--- config.mk ---
export PLATFORM = sky130hd
export DESIGN_NAME = dcache_refill_ctrl
export DESIGN_NICKNAME = d
export VERILOG_FILES = /design/src/rtl/dcache_refill_ctrl_pkg.sv /design/src/rtl/refill_wr_stage.sv /design/src/rtl/dcache_refill_ctrl.sv
export SDC_FILE = /design/constraint.sdc
export NUM_CORES = 1
export LEC_CHECK = 0
export ABC_AREA = 1
export ABC_CLOCK_PERIOD_IN_PS = 4000
export BUFFER_PORTS_ARGS = -buffer_cell sky130_fd_sc_hd__buf_2
export CORE_ASPECT_RATIO = 0.5
export CORE_MARGIN = 4
export CORE_UTILIZATION = 42
export DETAILED_ROUTE_END_ITERATION = 6
export HOLD_SLACK_MARGIN = 0.15
export PLACE_DENSITY = 0.73
export SYNTH_ARGS = -nofsm -noshare
export SYNTH_HDL_FRONTEND = slang
export SYNTH_SLANG_ARGS = --single-unit
--- constraint.sdc ---
create_clock -name clk -period 4 [get_ports clk]
set_input_delay 0.8 -clock clk [delete_from_list [all_inputs] [get_ports clk]]
set_output_delay 0.8 -clock clk [all_outputs]
set_load 0.05 [all_outputs]
--- src/rtl/dcache_refill_ctrl_pkg.sv ---
// Shared constants and types for the L1 data-cache line-refill engine.
// Address split is {tag, index, offset}; one line is four 32-bit words.
package dcache_refill_ctrl_pkg;

  localparam int IDX_W      = 5;
  localparam int TAG_W      = 23;
  localparam int OFF_W      = 4;
  localparam int LINE_WORDS = 4;

  localparam logic [1:0] BURST_INCR = 2'b01;
  localparam logic [2:0] SIZE_4B    = 3'b010;
  localparam logic [1:0] RESP_OKAY  = 2'b00;

  typedef enum logic [1:0] {
    ST_IDLE = 2'd0,
    ST_AR   = 2'd1,
    ST_R    = 2'd2,
    ST_FIN  = 2'd3
  } refill_state_e;

  // Active-low byte enables: the four bytes of word k are cleared.
  function automatic logic [15:0] word_web(input logic [1:0] k);
    word_web = ~(16'h000F << {k, 2'b00});
  endfunction

endpackage

--- src/rtl/refill_wr_stage.sv ---
// Registered write stage: turns one accepted read beat into a single-cycle
// write on the data-array port, one cycle after the beat was accepted.
module refill_wr_stage
  import dcache_refill_ctrl_pkg::*;
(
  input  logic             clk,
  input  logic             rst,
  input  logic             wr_en,
  input  logic [31:0]      beat,
  input  logic [1:0]       cnt,
  input  logic [IDX_W-1:0] idx,
  input  logic             way,
  output logic             da_cs,
  output logic [15:0]      da_web,
  output logic [IDX_W-1:0] da_a,
  output logic [31:0]      da_di,
  output logic             da_active_way,
  output logic [1:0]       da_active_block
);

  // Address/data hold their last value between writes; only cs/web idle.
  always_ff @(posedge clk or posedge rst) begin
    if (rst) begin
      da_cs           <= 1'b0;
      da_web          <= 16'hFFFF;
      da_a            <= '0;
      da_di           <= '0;
      da_active_way   <= 1'b0;
      da_active_block <= 2'd0;
    end else if (wr_en) begin
      da_cs           <= 1'b1;
      da_web          <= word_web(cnt);
      da_a            <= idx;
      da_di           <= beat;
      da_active_way   <= way;
      da_active_block <= cnt;
    end else begin
      da_cs  <= 1'b0;
      da_web <= 16'hFFFF;
    end
  end

endmodule

--- src/rtl/dcache_refill_ctrl.sv ---
// L1 D-cache line refill: one 4-beat AXI4 INCR read burst per miss, each beat
// written to the data array a cycle later, then the tag entry and a done pulse.
module dcache_refill_ctrl
  import dcache_refill_ctrl_pkg::*;
#(
  parameter logic [3:0] AXI_ID     = 4'd0,
  parameter int         LINE_WORDS = dcache_refill_ctrl_pkg::LINE_WORDS
) (
  input  logic        clk,
  input  logic        rst,
  input  logic        req_valid,
  output logic        req_ready,
  input  logic [31:0] req_addr,
  input  logic        req_way,
  output logic [3:0]  ARID,
  output logic [31:0] ARADDR,
  output logic [3:0]  ARLEN,
  output logic [2:0]  ARSIZE,
  output logic [1:0]  ARBURST,
  output logic        ARVALID,
  input  logic        ARREADY,
  input  logic [3:0]  RID,
  input  logic [31:0] RDATA,
  input  logic [1:0]  RRESP,
  input  logic        RLAST,
  input  logic        RVALID,
  output logic        RREADY,
  output logic        da_cs,
  output logic [15:0] da_web,
  output logic [4:0]  da_a,
  output logic [31:0] da_di,
  output logic        da_active_way,
  output logic [1:0]  da_active_block,
  output logic        tag_we,
  output logic [4:0]  tag_a,
  output logic        tag_way,
  output logic [23:0] tag_di,
  output logic        done,
  output logic        done_err,
  output logic [1:0]  dbg_state
);

  if (LINE_WORDS != 4) begin : g_bad_line_words
    $error("dcache_refill_ctrl: LINE_WORDS must be 4");
  end

  localparam logic [1:0] LAST_BEAT = 2'(LINE_WORDS - 1);

  // Handshakes: a transfer happens on a rising edge where valid & ready are
  // both high; the sender holds its payload stable until that edge.
  refill_state_e      state;
  logic [1:0]         cnt;
  logic               err;
  logic [TAG_W-1:0]   lat_tag;
  logic [IDX_W-1:0]   lat_idx;
  logic               lat_way;
  logic               beat_hs;
  logic               err_next;
  logic               unused_off;

  assign unused_off = ^req_addr[OFF_W-1:0];
  assign dbg_state  = state;
  assign beat_hs    = (state == ST_R) && RVALID && RREADY;

  // RLAST must coincide exactly with the fourth beat.
  assign err_next = err || (RRESP != RESP_OKAY) || (RID != AXI_ID) ||
                    (RLAST != (cnt == LAST_BEAT));

  always_ff @(posedge clk or posedge rst) begin
    if (rst) begin
      state     <= ST_IDLE;
      req_ready <= 1'b1;
      ARID      <= '0;
      ARADDR    <= '0;
      ARLEN     <= '0;
      ARSIZE    <= '0;
      ARBURST   <= '0;
      ARVALID   <= 1'b0;
      RREADY    <= 1'b0;
      cnt       <= 2'd0;
      err       <= 1'b0;
      lat_tag   <= '0;
      lat_idx   <= '0;
      lat_way   <= 1'b0;
      tag_we    <= 1'b0;
      tag_a     <= '0;
      tag_way   <= 1'b0;
      tag_di    <= '0;
      done      <= 1'b0;
      done_err  <= 1'b0;
    end else begin
      done     <= 1'b0;
      done_err <= 1'b0;
      tag_we   <= 1'b0;
      case (state)
        ST_IDLE: begin
          if (req_valid) begin
            lat_tag   <= req_addr[31:OFF_W+IDX_W];
            lat_idx   <= req_addr[OFF_W+IDX_W-1:OFF_W];
            lat_way   <= req_way;
            ARADDR    <= {req_addr[31:OFF_W], {OFF_W{1'b0}}};
            ARID      <= AXI_ID;
            ARLEN     <= 4'(LINE_WORDS - 1);
            ARSIZE    <= SIZE_4B;
            ARBURST   <= BURST_INCR;
            ARVALID   <= 1'b1;
            req_ready <= 1'b0;
            cnt       <= 2'd0;
            err       <= 1'b0;
            state     <= ST_AR;
          end
        end
        ST_AR: begin
          if (ARREADY) begin
            ARVALID <= 1'b0;
            RREADY  <= 1'b1;
            state   <= ST_R;
          end
        end
        ST_R: begin
          if (beat_hs) begin
            err <= err_next;
            if (RLAST || (cnt == LAST_BEAT)) begin
              RREADY <= 1'b0;
              state  <= ST_FIN;
              // A failed refill leaves the tag entry untouched, so the line stays invalid.
              if (!err_next) begin
                tag_we  <= 1'b1;
                tag_a   <= lat_idx;
                tag_way <= lat_way;
                tag_di  <= {1'b1, lat_tag};
              end
            end else begin
              cnt <= cnt + 2'd1;
            end
          end
        end
        ST_FIN: begin
          done      <= 1'b1;
          done_err  <= err;
          req_ready <= 1'b1;
          state     <= ST_IDLE;
        end
        default: state <= ST_IDLE;
      endcase
    end
  end

  refill_wr_stage u_wr_stage (
    .clk             (clk),
    .rst             (rst),
    .wr_en           (beat_hs),
    .beat            (RDATA),
    .cnt             (cnt),
    .idx             (lat_idx),
    .way             (lat_way),
    .da_cs           (da_cs),
    .da_web          (da_web),
    .da_a            (da_a),
    .da_di           (da_di),
    .da_active_way   (da_active_way),
    .da_active_block (da_active_block)
  );

endmodule

==> run_results.csv, run 1 <==
group,metric,value,unit
route,drtIter0Drc,179,
floorplanning,floorplan.core_area,0.0111,sq mm
logic_synthesis,synth_largest_area_cell,"dfrtp_1",
global_routing,gr-total-overflow,0,
floorplanning,fp.dieH,83.8,um
route,route.detailed.drc,0,
pwr,fin_total_pwr,5.69,mW
logic_synthesis,synth_cell_type_count,22,
pwr,power.density_cell_area,899,mW/mm^2
finish,area_delta_synth_final,31.0,%
run_status,status,"finished, final reports clean",
worst_setup_path,worstSetupStartpointType,"register",
timing,report.final.slew_viol_count,0,
worst_setup_path,capture_instance_of_the_worst_register_to_register_path,"tag_di[6]",
floorplanning,die_width,160,um
worst_setup_path,critPathSlowestCell,"nand2_1",
logic_synthesis,syn_inst,545,
timing,finalCritPeriodShare,76.3,%
place,detailed_place.area,0.00577,sq mm
timing,setup_repair_after_global_routing_missed_its_margin,"no",
route,via_count,4052,
floorplanning,rows,27,
route,drt_wl_total,12.0,mm
logic_synthesis,area_of_the_mapped_netlist,0.00483,sq mm
timing,maxSlewHeadroom,29.0,%
logic_synthesis,netlist_top_cells_area,"dfrtp_1, nand2_1, buf_4, nand3_1, dfstp_2",
cts,cts_hold_repair.buffers,0,
pwr,total_leakage_power,3.78,nW
floorplanning,io-pin-count,217,
logic_synthesis,yosysWarnings,0,
cts,cts_root_buf,"clkbuf_16",
global_routing,grt_start_max_net_pins,69,
floorplanning,design.die.area,0.0134,sq mm
min_path,worst_hold_stages,2,
worst_setup_path,cp.arrival,3330,ps
logic_synthesis,postSynthRegisterBits,116,
timing,max_clock_skew,10.4,ps
timing,finalWorstPathRequiredPeriod,3050,ps
logic_synthesis,synth.yosys.seq_area_share,60.3,%
floorplanning,initial_utilization,43.4,%
cts,cts_tree,"done",
cts,numClockSinks,116,
cts,cts_inserted_buffers,17,
cts,cts_resized,0,
timing,timing_hold_violations_final,0,
finish,layout-drive-gt1-share,32.6,%
cts,ctsHtreeMaxLevel,4,
global_routing,antenna_found_initial,0,
pwr,vdd_drop_max,0.425,mV
cts,path_clk_slew,50,ps
min_path,launch_instance_of_the_worst_min_delay_path,"tag_di[23]",
timing,setup-tns-final,0,ps
min_path,hold_path.class,"reg -> reg",
place,place_hpwl,8.10,mm
run,max_cap_violations,0,
worst_setup_path,critical_path_class,"reg -> reg",
logic_synthesis,post_synth_most_frequent_cells,"nand2_1, dfrtp_1, nand3_1",
cts,post-cts-setup-buffers,0,
worst_setup_path,worstPathCellList,"inv_1 -> ha_1 -> nand3_4 -> nor2_4 -> buf_4 -> nand2_1 -> nand2_1 -> nand2_1",
route,vias_per_cell,4.57,
timing,worst_hold_margin,461,ps
global_routing,grtUsageTotal,18.5,%
worst_setup_path,r2r-start,"dbg_state[0]",
worst_setup_path,path_max_fanout,45,
route,postRouteAntennaNets,0,
finish,layout.nets,814,
logic_synthesis,synthMostInstantiatedCell,"nand2_1",
finish,post-route-cell-area,0.00632,sq mm
logic_synthesis,postSynth.topFlopCell,"dfrtp_1",
logic_synthesis,synth_top_area_share,57.6,%
logic_synthesis,synth_edf_count,0,
global_routing,global_route_wire_length_before_repair,20.0,mm
worst_setup_path,worstRegToRegCells,8,
place,place.port_buffers,199,
worst_setup_path,crit_top_cell,"nand2_1",
route,drtPass1Iterations,4,
min_path,worstHoldEndpoint,"tag_di[23]",
timing,tightestPinTransition,1060,ps
worst_setup_path,critical_path_required,4270,ps
timing,maximum_clock_frequency,328,MHz
timing,setup_violations,0,
cts,max-clock-path-buffers,2,
worst_setup_path,setup.worst_path.end_class,"register",
worst_setup_path,crit_path_max_incr_delay,710,ps
worst_setup_path,worst-r2r-setup-slack,950,ps
cts,clk-insertion-delay-late,400,ps
logic_synthesis,syn_area_per_cell,8.85,sq um
route,wl_per_cell,13.6,um
place,gp_congestion,0.798,
logic_synthesis,ys_async_sr_fraction,100,%
global_routing,grt_pass1_vias,4092,
metal layers:
| metal | vias up | wire, um | GRT usage, % |
|---|---|---|---|
| met1 | 1903 | 5000 | 21.3 |
| met2 | 138 | 6070 | 33.1 |
| met4 | 0 | 203 | 7.01 |
| met3 | 14 | 764 | 5.23 |
| met5 | - | 0 | 0 |
| li1 | 1997 | - | - |
critical path, delay by kind of cell, from the launching register on:
kind / cells / cell delay, ps
flip-flops: 1 / 430
buffers and inverters: 2 / 450
AND/OR/NAND/NOR: 5 / 1680
adder cells (fa/ha/maj): 1 / 320
report_power, final:
part | internal [mW] | switching [mW] | leakage [nW] | total (mW)
Clock | 0.907 | 0.506 | 0.270 | 1.41
Sequential | 1.55 | 0.248 | 1.49 | 1.80
Combinational | 0.521 | 1.95 | 2.02 | 2.47
area by class of cell:
type	instances	area, sq um
multi-input combinational	368	1550
fill	1000	4790
sequential	116	2910
clock buffer	21	440
timing repair buffer	204	1050
antenna	1	2.50
clock inverter	10	110
tap	145	181
inverter	21	81.3
kinds of logic after synthesis:
logic type / after synthesis / share of synthesized area [%]
adders and majority gates: 9 / 2.33
DFF: 116 / 60.3
AOI/OAI and AO/OA: 9 / 1.01
and+or+nand+nor: 337 / 27.8
buffers and inverters: 73 / 8.50
other: 1 / 0.0777
sequential cells by signal, indices dropped and copies added (netlist names), 2 cells and up:
signal                      cells
u_wr_stage.da_a                 5
dbg_state                       2
tag_di                         24
u_wr_stage.da_active_block      2
lat_idx                         4
u_wr_stage.da_web               4
lat_tag                        23
cnt                             2
tag_a                           5
u_wr_stage.da_di               32
metrics by stage:
stage	std cells	util (%)	setup WS (ps)
2_1_floorplan	557	-	136
3_3_place_gp	854	51.9	915
3_5_place_dp	854	51.9	864
4_1_cts	885	56.9	901
5_1_grt	885	56.9	579
6_report	886	56.9	948
how the worst max path moves through the flow:
stage	to	slack (ps)	depth (start not counted)	startpoint
2_1_floorplan	ARADDR[8]	140	1	rst
3_3_place_gp	tag_di[12]	920	7	RVALID
3_5_place_dp	tag_di[1]	860	7	RVALID
4_1_cts	tag_di[6]	900	8	dbg_state[0]
5_1_grt	tag_di[3]	580	8	dbg_state[0]
6_report	tag_di[6]	950	8	dbg_state[0]
placed cells by master (no fill, tap or decap), drive strengths merged, types with 7 or more instances in the layout:
master    n
nand2   289
buf     204
dfrtp   111
nand3    35
clkbuf   21
inv      20
conb     13
ha        9
nor2      9
clkinv    8
o21ai     7
(Power assumes the default switching activity.)
==> run 2, diff against run 1 <==
ABC_AREA = 0   (was 1)
ABC_CLOCK_PERIOD_IN_PS = 3100   (was 4000)
CORE_UTILIZATION = 47   (was 42)
PLACE_DENSITY = 0.78   (was 0.73)
clock period = 3.1 ns   (was 4 ns; I/O delays follow)
==> run 2 against run 1 <==
Net effect:
- fmax rose by 22%
- critical path depth shrank 2
- total power rose by 34%
- sequential power is 32% higher
- cell area up 1.6%
- non-clock buffer count is the same
- via count decreased by 17%
- critical path type unchanged
- register-to-register slack worse by 360 ps
- final cell count shrank 17%
- synthesized cell count down 28%
- combinational power rose by 36%
- routed wire length decreased by 10%
==> run_results.csv, run 2 <==
group,metric,value,unit
run_status,status,"finished, final reports clean",
pwr,fin_total_pwr,7.60,mW
floorplanning,fp.dieH,79.8,um
worst_setup_path,capture_instance_of_the_worst_register_to_register_path,"u_wr_stage.da_di[16]",
pwr,seq_power_share,31.1,%
logic_synthesis,compound_gate_fraction_of_synth_area,1.75,%
place,place.port_buffers,199,
timing,maximum_clock_frequency,399,MHz
pwr,total_leakage_power,3.60,nW
timing,maxSlewHeadroom,18.1,%
global_routing,globalRouteMet2Util,30.9,%
worst_setup_path,cp.arrival,2770,ps
logic_synthesis,yosys-mux-area-fraction,16.7,%
floorplanning,design.die.area,0.0121,sq mm
logic_synthesis,synth_edf_count,0,
route,drtPass1Iterations,4,
finish,most_flop_heavy_register,"u_wr_stage.da_di",
run,max_cap_violations,0,
finish,layout.cells.most_common,"buf_2",
pwr,power_frac_comb,44.1,%
worst_setup_path,critical_path_class,"reg -> reg",
logic_synthesis,synth_adder_area_share,2.32,%
worst_setup_path,crit_path_max_incr_delay,940,ps
finish,multi_input_area,0.00165,sq mm
global_routing,antenna_found_initial,0,
route,route.detailed.drc,0,
route,drtIter0Drc,142,
pwr,power.density_cell_area,1180,mW/mm^2
cts,cts_hold_repair.buffers,0,
global_routing,grtUsageTotal,18.2,%
logic_synthesis,ys_async_sr_fraction,100,%
finish,largest_reg_flops,32,
finish,register_area,0.00291,sq mm
cts,ctsHtreeMaxLevel,4,
timing,finalCritPeriodShare,80.9,%
worst_setup_path,setup.worst_path.end,"u_wr_stage.da_di[16]",
worst_setup_path,critical_path.n_buffers_inverters,2,
worst_setup_path,critPathSlowestCell,"clkinv_1",
pwr,vdd_drop_max,0.610,mV
cts,max-clock-path-buffers,2,
route,postRouteAntennaNets,0,
worst_setup_path,critical_path_required,3360,ps
logic_synthesis,yosysWarnings,0,
logic_synthesis,synth_largest_area_cell,"dfrtp_1",
worst_setup_path,worstRegToRegCells,6,
global_routing,met3_usage,4.71,%
global_routing,gr-total-overflow,0,
worst_setup_path,critPathTopFamily,"buffers and inverters",
cts,cts_inserted_buffers,17,
route,wl_per_cell,14.7,um
logic_synthesis,netlist_top_cells_area,"dfrtp_1, nand2_1, mux2_4, mux2_2, buf_4",
finish,area_delta_synth_final,32.4,%
global_routing,grt_pass1_vias,3341,
worst_setup_path,crit_top_cell,"nand2_1",
timing,report.final.slew_viol_count,0,
logic_synthesis,synthMostInstantiatedCell,"nand2_1",
cts,numClockSinks,116,
floorplanning,die_width,152,um
logic_synthesis,postSynth.topFlopCell,"dfrtp_1",
finish,layout_common_cells,"buf_2, nand2_1, dfrtp_1, mux2_2, mux2_4",
route,drt_wl_total,10.8,mm
finish,num-fill-cells,775,
worst_setup_path,cp.depth,6,
finish,largestRegisters,"u_wr_stage.da_di (32), tag_di (24), lat_tag (23)",
worst_setup_path,worstPathCellList,"inv_1 -> ha_1 -> nand3_1 -> clkinv_1 -> nand2_1 -> nand2_1",
logic_synthesis,post_synth_most_frequent_cells,"nand2_1, dfrtp_1, mux2_2",
worst_setup_path,worst-r2r-setup-slack,590,ps
logic_synthesis,area_of_the_mapped_netlist,0.00485,sq mm
logic_synthesis,synth_simple_gate_area_share,12.2,%
logic_synthesis,synth.yosys.seq_area_share,60.0,%
logic_synthesis,postSynthRegisterBits,116,
timing,setup-tns-final,0,ps
logic_synthesis,largest_family_of_logic_cells_by_synthesized_area,"multiplexers",
pwr,cell_internal_power,4.11,mW
route,via_count,3354,
pwr,netSwitchingPower,3.49,mW
global_routing,global_route_wire_length_before_repair,17.0,mm
finish,layout-drive-gt1-share,50.5,%
pwr,clock_power_share,24.8,%
timing,max_clock_skew,7.79,ps
pwr,power.share.switching,46.0,%
floorplanning,io-pin-count,217,
cts,path_clk_slew,50,ps
cts,cts_resized,0,
worst_setup_path,path_max_fanout,43,
timing,setup_violations,0,
place,gp_congestion,0.753,
cts,clk-insertion-delay-late,390,ps
timing,timing_hold_violations_final,0,
floorplanning,rows,25,
cts,cts_tree,"done",
floorplanning,initial_utilization,49.7,%
logic_synthesis,synth_top_area_share,57.2,%
worst_setup_path,setup.worst_path.end_class,"register",
finish,layout.nets,673,
global_routing,grt.met1_usage,22.3,%
logic_synthesis,syn_inst,395,
logic_synthesis,synth_xor_xnor_area_share,0,%
timing,finalWorstPathRequiredPeriod,2510,ps
place,place_hpwl,7.74,mm
worst_setup_path,worstSetupStartpoint,"dbg_state[0]",
finish,n_antenna_cell,0,
logic_synthesis,synth_cell_type_count,35,
route,vias_per_cell,4.56,
cts,cts_root_buf,"clkbuf_16",
timing,setup_repair_after_global_routing_missed_its_margin,"no",
global_routing,grt_start_max_net_pins,49,
timing,tightestPinTransition,1220,ps
worst_setup_path,r2r-start,"dbg_state[0]",
min_path,hold_path.class,"in -> async",
cts,post-cts-setup-buffers,0,
global_routing,grt-busiest-layer,"met2",
worst_setup_path,worstSetupStartpointType,"register",
floorplanning,floorplan.core_area,0.00976,sq mm
logic_synthesis,syn_area_per_cell,12.3,sq um
## run 2: cell type report
cell class	instances	share of cell area (%)
Sequential cell	116	45.3
Clock buffer	23	7.44
Tap cell	135	2.63
Timing Repair Buffer	204	16.7
Clock inverter	9	1.60
Multi-Input combinational cell	237	25.7
Inverter	11	0.701
## run 2: metrics by stage
stage               hold slack, ps  std cells  instance area, sq um  util [%]  worst slack [ps]
CTS                            337        735                  6420      65.8               558
finish                         318        735                  6420      65.8               591
global placement               446        703                  5840      59.9               680
floorplan                      455        407                  4900         -              1030
global route                   367        735                  6420      65.8               323
detailed placement             453        703                  5840      59.9               578
## run 2: worst register-to-register path, cell delays in order, from the launching register on
cell and delay [ps]:
dfrtp_1 420, inv_1 90, ha_1 330, nand3_1 160
clkinv_1 950, nand2_1 350, nand2_1 100
## run 2: how the worst min path moves through the flow
stage | from | to | slack (ps) | depth (start not counted)
after global placement | tag_di[23] | tag_di[23] | 450 | 1
final | rst | u_wr_stage.da_di[1] | 320 | 2
after floorplan | lat_way | u_wr_stage.da_active_way | 460 | 2
after detailed placement | tag_di[23] | tag_di[23] | 450 | 1
after CTS | rst | u_wr_stage.da_di[1] | 340 | 2
after global routing | rst | u_wr_stage.da_di[3] | 370 | 2
## run 2: power by group through the flow
stage                     registers (mW)  clock network, mW  logic, mW
after floorplan                     4.03                  0      0.929
final                               2.37               1.88       3.35
after CTS                           2.37               1.92       3.39
after global routing                2.44               2.01       3.56
after global placement              2.35                  0       3.33
after detailed placement            2.38                  0       3.38
## run 2: layer usage
metal,wire (um),up-vias
met2,5490,108
met5,0,-
li1,-,1631
met4,136,0
met1,4470,1604
met3,704,11
## run 2: logic make-up (layout without fill, tap and decap cells)
family | after synthesis | count (layout)
DFF | 116 | 116
AOI/OAI and AO/OA | 12 | 12
other | 1 | 13
adders and majority gates | 9 | 9
and+or+nand+nor | 140 | 140
buffers and inverters | 54 | 247
muxes | 63 | 63
==> run 3, diff against run 2 <==
ABC_AREA = 1   (was 0)
ABC_CLOCK_PERIOD_IN_PS = 2110   (was 3100)
CORE_UTILIZATION = 42   (was 47)
PLACE_DENSITY = 0.73   (was 0.78)
clock period = 2.11 ns   (was 3.1 ns; I/O delays follow)
==> run 3 against run 2 <==
Net effect:
- final cell count up 21%
- clock-buffer cell count down 4
- combinational power is 41% higher
==> run_results.csv, run 3 (same netlist as run 1, synthesis figures left out) <==
group,metric,value,unit
place,place.port_buffers,199,
cts,clk-insertion-delay-late,400,ps
route,drt_wl_total,12.2,mm
timing,finalWorstPathRequiredPeriod,1890,ps
timing,report.final.slew_viol_count,0,
worst_setup_path,cp.arrival,2160,ps
cts,ctsHtreeMaxLevel,4,
finish,layout.nets,821,
place,detailed_place.area,0.00584,sq mm
finish,layout.cells.most_common,"nand2_1",
cts,cts_root_buf,"clkbuf_16",
cts,cts_inserted_buffers,17,
global_routing,global_route_wire_length_before_repair,20.4,mm
timing,maxSlewHeadroom,60.7,%
floorplanning,floorplan.core_area,0.0111,sq mm
worst_setup_path,critical_path_required,2390,ps
finish,utilization,58.2,%
global_routing,grt_pass1_vias,4123,
pwr,power.density_cell_area,1730,mW/mm^2
worst_setup_path,setup.worst_path.end_class,"register",
floorplanning,rows,27,
timing,worst_hold_margin,214,ps
floorplanning,fp.dieH,83.8,um
route,via_count,4102,
finish,num-fill-cells,998,
timing,post-route-worst-setup-slack,225,ps
finish,post-route-cell-area,0.00647,sq mm
floorplanning,design.die.area,0.0134,sq mm
finish,largest_reg_flops,32,
place,gp_congestion,0.810,
global_routing,grtUsageTotal,18.7,%
place,place_hpwl,8.50,mm
run,max_cap_violations,0,
finish,layout-drive-gt1-share,33.8,%
timing,finalCritPeriodShare,89.3,%
timing,setup-tns-final,0,ps
pwr,total_leakage_power,3.85,nW
floorplanning,die_width,160,um
route,drtIter0Drc,241,
timing,setup_repair_after_global_routing_missed_its_margin,"no",
global_routing,gr-total-overflow,0,
timing,maximum_clock_frequency,530,MHz
route,route.detailed.drc,0,
cts,numClockSinks,116,
finish,largestRegisters,"u_wr_stage.da_di (32), tag_di (24), lat_tag (23)",
cts,cts_tree,"done",
worst_setup_path,critical_path_class,"reg -> reg",
cts,max-clock-path-buffers,2,
finish,area_delta_synth_final,34.1,%
route,wl_per_cell,13.6,um
route,postRouteAntennaNets,0,
cts,path_clk_slew,60,ps
run_status,status,"finished, final reports clean",
finish,most_flop_heavy_register,"u_wr_stage.da_di",
timing,timing_hold_violations_final,0,
cts,post-cts-setup-buffers,0,
floorplanning,io-pin-count,217,
cts,cts_hold_repair.buffers,0,
timing,setup_violations,0,
place,setup_slack_placement,232,ps
worst_setup_path,worstSetupStartpointType,"register",
finish,post_layout_nonfiller_instances,893,
min_path,hold_path.class,"in -> reg",
route,drtPass1Iterations,4,
place,place_inst,861,
worst_setup_path,path_max_fanout,21,
route,vias_per_cell,4.59,
cts,cts_resized,0,
timing,tightestPinTransition,589,ps
global_routing,antenna_found_initial,1,
timing,max_clock_skew,11.3,ps
pwr,fin_total_pwr,11.2,mW
finish,n_antenna_cell,0,
global_routing,grt_start_max_net_pins,117,
pwr,vdd_drop_max,0.756,mV
finish,layout_common_cells,"nand2_1, buf_2, dfrtp_1, nand3_1, inv_1",
floorplanning,initial_utilization,43.4,%
==> run 3: cell count changes in the layout (fill, tap and decap cells not counted), sizes merged, moves of 3 or more <==
cell	delta
buf	+7
clkbuf	-4
clkinv	+3
inv	+10
mux2	-60
mux2i	-3
nand2	+165
nand2b	-3
nand3	+34
nor2	+7
o21ai	+5
==> run 3: final cells by class <==
type	count	area (sq um)	share of cell area (%)
Multi-Input combinational cell	368	1550	24.0
Tap cell	145	181	2.80
Clock inverter	13	181	2.80
Sequential cell	116	2910	45.0
Inverter	21	82.6	1.28
Clock buffer	19	453	7.00
Timing Repair Buffer	211	1110	17.2
==> run 3: worst paths after layout <==
check / startpoint / end / slack (ps) / depth (start not counted)
worst max-delay path: dbg_state[0] / tag_di[3] / 220 / 8
worst min-delay path: req_addr[27] / lat_tag[18] / 210 / 3
min in group asynchronous: rst / u_wr_stage.da_a[4] / 220 / 3
worst min register to register: tag_di[5] / tag_di[5] / 460 / 2
worst max register to register: dbg_state[0] / tag_di[3] / 220 / 8
max in group asynchronous: rst / dbg_state[0] / 1480 / 3
==> run 3: per-layer routing <==
metal	up-vias	track usage, %	part of all wire, %
met5	-	0	0.11
met3	23	5.38	5.6
met2	134	32.3	50
met1	1930	22.1	42
met4	2	7.80	2.4
li1	2013	-	-
==> run 3: critical path, stage by stage (launching register included) <==
cell and delay (ps):
dfrtp_1 420, inv_1 100, ha_1 310, nand3_4 140, nor2_4 300, nand2_1 120, buf_4 230, nand2_1 90
nand2_1 50
==> run 3: where the power goes <==
part / total, mW / internal, mW / switching [mW]
combinational: 4.74 / 1.03 / 3.71
clock: 3.04 / 2.03 / 1.00
sequential: 3.41 / 2.94 / 0.468
total: 11.2 / 6.00 / 5.18
